<file path="config.mk">
export PLATFORM = sky130hd
export DESIGN_NAME = esp_init_ctrl_flat
export DESIGN_NICKNAME = d
export VERILOG_FILES = /design/src/rtl/esp_init_ctrl_if.sv /design/src/rtl/esp_init_ctrl.sv /design/src/flat_wrapper.sv
export SDC_FILE = /design/constraint.sdc
export NUM_CORES = 1
export LEC_CHECK = 0
export BUFFER_PORTS_ARGS = -buffer_cell sky130_fd_sc_hd__buf_2
export CAP_MARGIN = 20
export CORE_UTILIZATION = 65
export DETAILED_ROUTE_END_ITERATION = 7
export GPL_ROUTABILITY_DRIVEN = 0
export PLACE_DENSITY = 0.85
export SYNTH_ARGS = -nofsm -noshare
export SYNTH_HDL_FRONTEND = slang
export SYNTH_SLANG_ARGS = --single-unit
</file>
<file path="constraint.sdc">
create_clock -name clk -period 5.3 [get_ports clk]
set_clock_uncertainty 0.2 [all_clocks]
set_input_delay 0.265 -clock clk [delete_from_list [all_inputs] [get_ports clk]]
set_output_delay 0.265 -clock clk [all_outputs]
set_load 0.03 [all_outputs]
</file>
<file path="src/rtl/esp_init_ctrl_if.sv">
// Byte-stream UART link between the ESP8266 bring-up sequencer (master) and the UART (slave).
interface esp_init_ctrl_if;
  logic [7:0] tx_data;
  logic       tx_valid;
  logic       tx_ready;
  logic [7:0] rx_data;
  logic       rx_valid;

  modport master (
    output tx_data,
    output tx_valid,
    input  tx_ready,
    input  rx_data,
    input  rx_valid
  );

  modport slave (
    input  tx_data,
    input  tx_valid,
    output tx_ready,
    output rx_data,
    output rx_valid
  );
endinterface

</file>
<file path="src/rtl/esp_init_ctrl.sv">
// ESP8266 bring-up: reset pulse, boot wait, two-command AT script with "OK" check, full retry on timeout.
// Bytes are presented back-to-back while tx_ready is high; tx_data is held stable under backpressure.
module esp_init_ctrl #(
  parameter logic [31:0] BOOT_WAIT = 32'd1000,
  parameter logic [31:0] TIMEOUT   = 32'd5000,
  parameter logic [2:0]  MAX_RETRY = 3'd2
) (
  input  logic            clk,
  input  logic            sys_rst,
  input  logic            start,
  output logic            mod_rst_req,
  input  logic            mod_rst,
  esp_init_ctrl_if.master uart,
  output logic            busy,
  output logic            ready,
  output logic            error
);

  typedef enum logic [3:0] {
    IDLE, RST_REQ, RST_LOW, RST_HIGH, BOOT, SEND, WAIT_RSP, DONE, FAIL
  } state_t;

  localparam logic [7:0] CH_O     = 8'h4F;
  localparam logic [7:0] CH_K     = 8'h4B;
  localparam logic [7:0] CH_LF    = 8'h0A;
  localparam logic [3:0] LAST_IDX = 4'd9;

  state_t      state, state_nxt;
  logic [3:0]  idx, idx_nxt;
  logic [2:0]  retry, retry_nxt;
  logic        seen_o, seen_o_nxt;
  logic [31:0] timer, timer_nxt, timer_inc;
  logic        ready_nxt, error_nxt;
  logic [7:0]  tx_byte;
  logic        rsp_match;

  function automatic logic [7:0] rom(input logic [3:0] i);
    case (i)
      4'd0:    return 8'h41;
      4'd1:    return 8'h54;
      4'd2:    return 8'h0D;
      4'd3:    return 8'h0A;
      4'd4:    return 8'h41;
      4'd5:    return 8'h54;
      4'd6:    return 8'h45;
      4'd7:    return 8'h30;
      4'd8:    return 8'h0D;
      4'd9:    return 8'h0A;
      default: return 8'h00;
    endcase
  endfunction

  always_ff @(posedge clk or posedge sys_rst) begin
    if (sys_rst) begin
      state  <= IDLE;
      idx    <= '0;
      retry  <= '0;
      seen_o <= 1'b0;
      timer  <= '0;
      ready  <= 1'b0;
      error  <= 1'b0;
    end else begin
      state  <= state_nxt;
      idx    <= idx_nxt;
      retry  <= retry_nxt;
      seen_o <= seen_o_nxt;
      timer  <= timer_nxt;
      ready  <= ready_nxt;
      error  <= error_nxt;
    end
  end

  always_comb begin
    state_nxt  = state;
    idx_nxt    = idx;
    retry_nxt  = retry;
    seen_o_nxt = seen_o;
    timer_nxt  = timer;
    ready_nxt  = ready;
    error_nxt  = error;
    timer_inc  = (timer == 32'hFFFF_FFFF) ? timer : timer + 32'd1;
    tx_byte    = rom(idx);
    rsp_match  = uart.rx_valid && (uart.rx_data == CH_K) && seen_o;

    case (state)
      IDLE, DONE, FAIL: begin
        if (start) begin
          state_nxt = RST_REQ;
          ready_nxt = 1'b0;
          error_nxt = 1'b0;
          retry_nxt = '0;
        end
      end
      RST_REQ: state_nxt = RST_LOW;
      RST_LOW: begin
        if (!mod_rst) state_nxt = RST_HIGH;
      end
      RST_HIGH: begin
        if (mod_rst) begin
          state_nxt = BOOT;
          timer_nxt = '0;
        end
      end
      BOOT: begin
        // BOOT lasts exactly BOOT_WAIT cycles, so compare the post-increment count
        if (timer_inc >= BOOT_WAIT) begin
          state_nxt = SEND;
          idx_nxt   = '0;
          timer_nxt = '0;
        end else begin
          timer_nxt = timer_inc;
        end
      end
      SEND: begin
        if (uart.tx_ready) begin
          if (tx_byte == CH_LF) begin
            state_nxt  = WAIT_RSP;
            timer_nxt  = '0;
            seen_o_nxt = 1'b0;
          end else begin
            idx_nxt = idx + 4'd1;
          end
        end
      end
      WAIT_RSP: begin
        timer_nxt = timer_inc;
        // idx still points at the command's LF; a match beats a same-cycle timeout
        if (rsp_match) begin
          seen_o_nxt = 1'b0;
          if (idx == LAST_IDX) begin
            state_nxt = DONE;
            ready_nxt = 1'b1;
          end else begin
            state_nxt = SEND;
            idx_nxt   = idx + 4'd1;
          end
        end else begin
          if (uart.rx_valid) seen_o_nxt = (uart.rx_data == CH_O);
          if (timer_inc >= TIMEOUT) begin
            if (retry < MAX_RETRY) begin
              retry_nxt = retry + 3'd1;
              state_nxt = RST_REQ;
            end else begin
              state_nxt = FAIL;
              error_nxt = 1'b1;
            end
          end
        end
      end
      default: state_nxt = IDLE;
    endcase
  end

  assign mod_rst_req   = (state == RST_REQ);
  assign busy          = !((state == IDLE) || (state == DONE) || (state == FAIL));
  assign uart.tx_valid = (state == SEND);
  assign uart.tx_data  = (state == SEND) ? tx_byte : 8'h00;

endmodule
</file>
<file path="src/flat_wrapper.sv">
// flat-port wrapper written by rule: the top's interface ports become plain ports
module esp_init_ctrl_flat 
#(
  parameter logic [31:0] BOOT_WAIT = 32'd1000,
  parameter logic [31:0] TIMEOUT   = 32'd5000,
  parameter logic [2:0]  MAX_RETRY = 3'd2
)
  (clk, sys_rst, start, mod_rst_req, mod_rst, busy, ready, error, uart_tx_data, uart_tx_valid, uart_tx_ready, uart_rx_data, uart_rx_valid);
  esp_init_ctrl_if uart_i ();
  input  logic clk;
  input  logic sys_rst;
  input  logic start;
  output logic mod_rst_req;
  input  logic mod_rst;
  output logic busy;
  output logic ready;
  output logic error;
  output wire logic [$bits(uart_i.tx_data)-1:0] uart_tx_data;
  output wire logic [$bits(uart_i.tx_valid)-1:0] uart_tx_valid;
  input wire logic [$bits(uart_i.tx_ready)-1:0] uart_tx_ready;
  input wire logic [$bits(uart_i.rx_data)-1:0] uart_rx_data;
  input wire logic [$bits(uart_i.rx_valid)-1:0] uart_rx_valid;
  assign uart_tx_data = uart_i.tx_data;
  assign uart_tx_valid = uart_i.tx_valid;
  assign uart_i.tx_ready = uart_tx_ready;
  assign uart_i.rx_data = uart_rx_data;
  assign uart_i.rx_valid = uart_rx_valid;
  esp_init_ctrl #(.BOOT_WAIT(BOOT_WAIT), .TIMEOUT(TIMEOUT), .MAX_RETRY(MAX_RETRY)) u_core (.clk(clk), .sys_rst(sys_rst), .start(start), .mod_rst_req(mod_rst_req), .mod_rst(mod_rst), .uart(uart_i), .busy(busy), .ready(ready), .error(error));
endmodule
</file>
==> metrics <==
Post-CTS Hold Buffers=0; die area=between 5000 and 6000 um^2; crit end category=flip-flop; htree depth=2; post-CTS setup buffer count=0; first-pass GRT wire length=15.7 mm; Setup Crit Path Kind=reg -> reg; fraction of layout cells with a size suffix above 1=between 10% and 20%; Top FF cell, synth=dfrtp_1; hpwl dp=6.61 mm; Final Max Tran Viols=0; Antenna Cells=0; die width=77.4 um; Core Area=around 5500 um^2; Peak VDD IR=roughly 0.3 mV; Resized Gates After CTS=0; area grow syn2layout=5.11%; slowest stage delay, CP=0.65 ns; cell family with the largest share of critical-path delay=compound AO/OA/AOI/OAI gates; Async SR Flop Fraction=100%; CTS Buf Count=5; IO Count=27; Post-synth EDFFs=0; number of stages on the worst setup path=11; Worst EP arrival=slightly above 4 ns; Rel. slew slack=about 36%; std cell rows=27; #FFs+latches synth=46; Buffers on Ports=25; Die H=just under 80 um; Cells after Synth=466; Synth cell types=69; synthesized area=between 3000 and 4000 um^2; Util after Layout=70.6%; worst path cell trace=ha_1 > and4_1 > nand4_1 > o311ai_4 > o21ai_1 > a211oi_2 > nand4b_2 > o31ai_4 > buf_4 > a21oi_1 > o21ai_0; R2R depth=11; buffers plus inverters on the worst setup path=1; Mapped Avg Cell Area=between 7 and 8 um^2; Startpoint Class=flip-flop; fin cells=544; DRC viols=0; status=complete, but fails checks; total grt overflow=0; Worst Hold Class=in -> async; clock slew at reported path FFs=0.09 ns; Placed Instances=roughly 540; f_max=247 MHz; crit path max fanout=13; Power Dens Cells=about 350 nW/um^2; largest net degree at the start of global routing=between 40 and 50; RSZ-0062 raised after global routing=no; worst-margin pin slew=between 0.9 and 1 ns; failing checks=hold timing; maximum root-to-sink buffer count=2; Static Leakage=1.49 nW; final worst-path cycle share=between 70 and 80%; initial antenna violation count=0; Crit path required time=between 5 and 6 ns; vias=3,700; CTS tree=built; Synth area leaders=dfrtp_1 31%, o21ai_0 5.1%, nand3_1 4.9%; Avg WL per Cell=between 15 and 20 um; Fin Hold WS=-0.0183 ns; number of max-cap violations=0; Yosys Warn Count=0; NumNets Final=around 490; area of the multi-input gates=about 2300 um^2; Storage cell area=roughly 1200 um^2; Root Driver=clkbuf_8; Syn Nets=approximately 500; drt initial violations=between 300 and 400; dpl cell area=between 3000 and 4000 um^2; CTS sink count=46; Setup TNS=0 ns; largest area contributor in the netlist=dfrtp_1; minimum clock period=around 4.1 ns; Total Routing Usage GR=between 30 and 40%; via-per-instance ratio=between 6 and 7; Initial Utilization=approximately two thirds; Worst-Skew Late Latency=0.30 ns; Setup violations, final=0; post-synth top area share=slightly above 30%; filler cell count=440; register area share after synthesis=31.1%; drt pass-1 iters=6; cell area after layout=between 3000 and 4000 um^2; number of nets with antenna violations after routing=0; Hold Violations, Final=between 40 and 50; vias in the first global route=3,477; Total Routed Length=slightly above 9 mm; Crit-path slowest cell=o311ai_4
==> layout by cell type (no fill, tap or decap), drive strengths merged, types with 3 or more instances in the layout <==
cell    netlist  routed
nor3         25      25
inv          18      18
nand4b        3       3
o31a          4       4
mux2i         8       8
a21o          3       3
xnor2         7       7
nand2        48      48
a211oi        4       4
clkbuf       15       7
a21oi        23      23
nor4          8       8
nand4        14      14
xor2          4       4
a22o          5       5
o21a          4       4
nor2         31      31
and2          7       7
nand2b        7       7
or3           6       6
dfrtp        46      46
ha            7       7
nand3        36      36
and4          9       9
and3          6       6
a31oi        11      11
o31ai        11      11
o21ai        39      39
buf          16      29
o22ai         5       5
==> through the flow <==
step                hold WS [ns]  setup WS (ns)  total power (W)
floorplan                  0.201           1.92         0.000976
global placement           0.270           1.38          0.00108
detailed placement         0.279           1.26          0.00110
CTS                       0.0155           1.25          0.00136
global route              0.0224          0.973          0.00147
finish                   -0.0183           1.25          0.00137
==> flip-flops by register name, summed over array words and instances (netlist names) <==
signal	cells
u_core.error	1
u_core.idx	4
u_core.ready	1
u_core.retry	3
u_core.seen_o	1
u_core.state	4
u_core.timer	32
==> report_power, final <==
group	switching [W]	internal, W
sequential	0.0000696	0.000382
clock	0.000124	0.000141
combinational	0.000442	0.000212
total	0.000636	0.000736
==> final cells by class <==
type                       instances  area share, %
inverter                          19           1.84
timing repair buffer              29           3.99
clock buffer                       7           1.96
tap                               72           2.32
multi-input combinational        370           59.5
clock inverter                     1          0.773
sequential                        46           29.6
==> metal layers <==
layer	up-vias	routed length [um]	GRT usage (%)	part of all wire, %
met5	-	0	0	0
met4	0	275	16.6	3.0
met3	37	676	5.65	7.3
met2	203	4390	53.6	47
met1	1714	3940	40.8	42
li1	1746	-	-	-
==> cells by family (layout without fill, tap and decap cells) <==
kind of cell               count (synthesis)  after routing  synth area share, %
muxes                                      9              9                 2.47
and+or+nand+nor                          217            217                 32.1
buffers and inverters                     50             56                 6.33
xor gates and xnor gates                  11             11                 2.61
DFF                                       46             46                 31.1
adders and majority gates                  7              7                 2.37
other                                      1              1                0.101
AOI/OAI and AO/OA                        125            125                 22.9
==> synthesized netlist by cell type (9+ instances only) <==
library cell / number
o21ai_0: 38
clkbuf_1: 15
nor2_1: 31
nor3_1: 22
nand2_1: 48
dfrtp_1: 46
nand4_1: 13
nand3_1: 36
a21oi_1: 23
o31ai_1: 9
a31oi_1: 11
inv_1: 18
==> worst paths after layout <==
check / slack (ns) / start / to
max: 1.25 / u_core.timer[0] / u_core.timer[1]
min: -0.02 / sys_rst / u_core.timer[11]
max reg2reg: 1.25 / u_core.timer[0] / u_core.timer[1]
min reg2reg: 0.29 / u_core.ready / u_core.ready
max in group asynchronous: 4.32 / sys_rst / u_core.timer[25]
min in group clk: 0.02 / uart_rx_data[2] / u_core.seen_o
==> worst register-to-register path, cell delays in order (launching register included) <==
cell	delay [ns]
dfrtp_1	0.43
ha_1	0.26
and4_1	0.25
nand4_1	0.34
o311ai_4	0.65
o21ai_1	0.18
a211oi_2	0.29
nand4b_2	0.23
o31ai_4	0.57
buf_4	0.30
a21oi_1	0.10
o21ai_0	0.19
(Power assumes the default switching activity.)
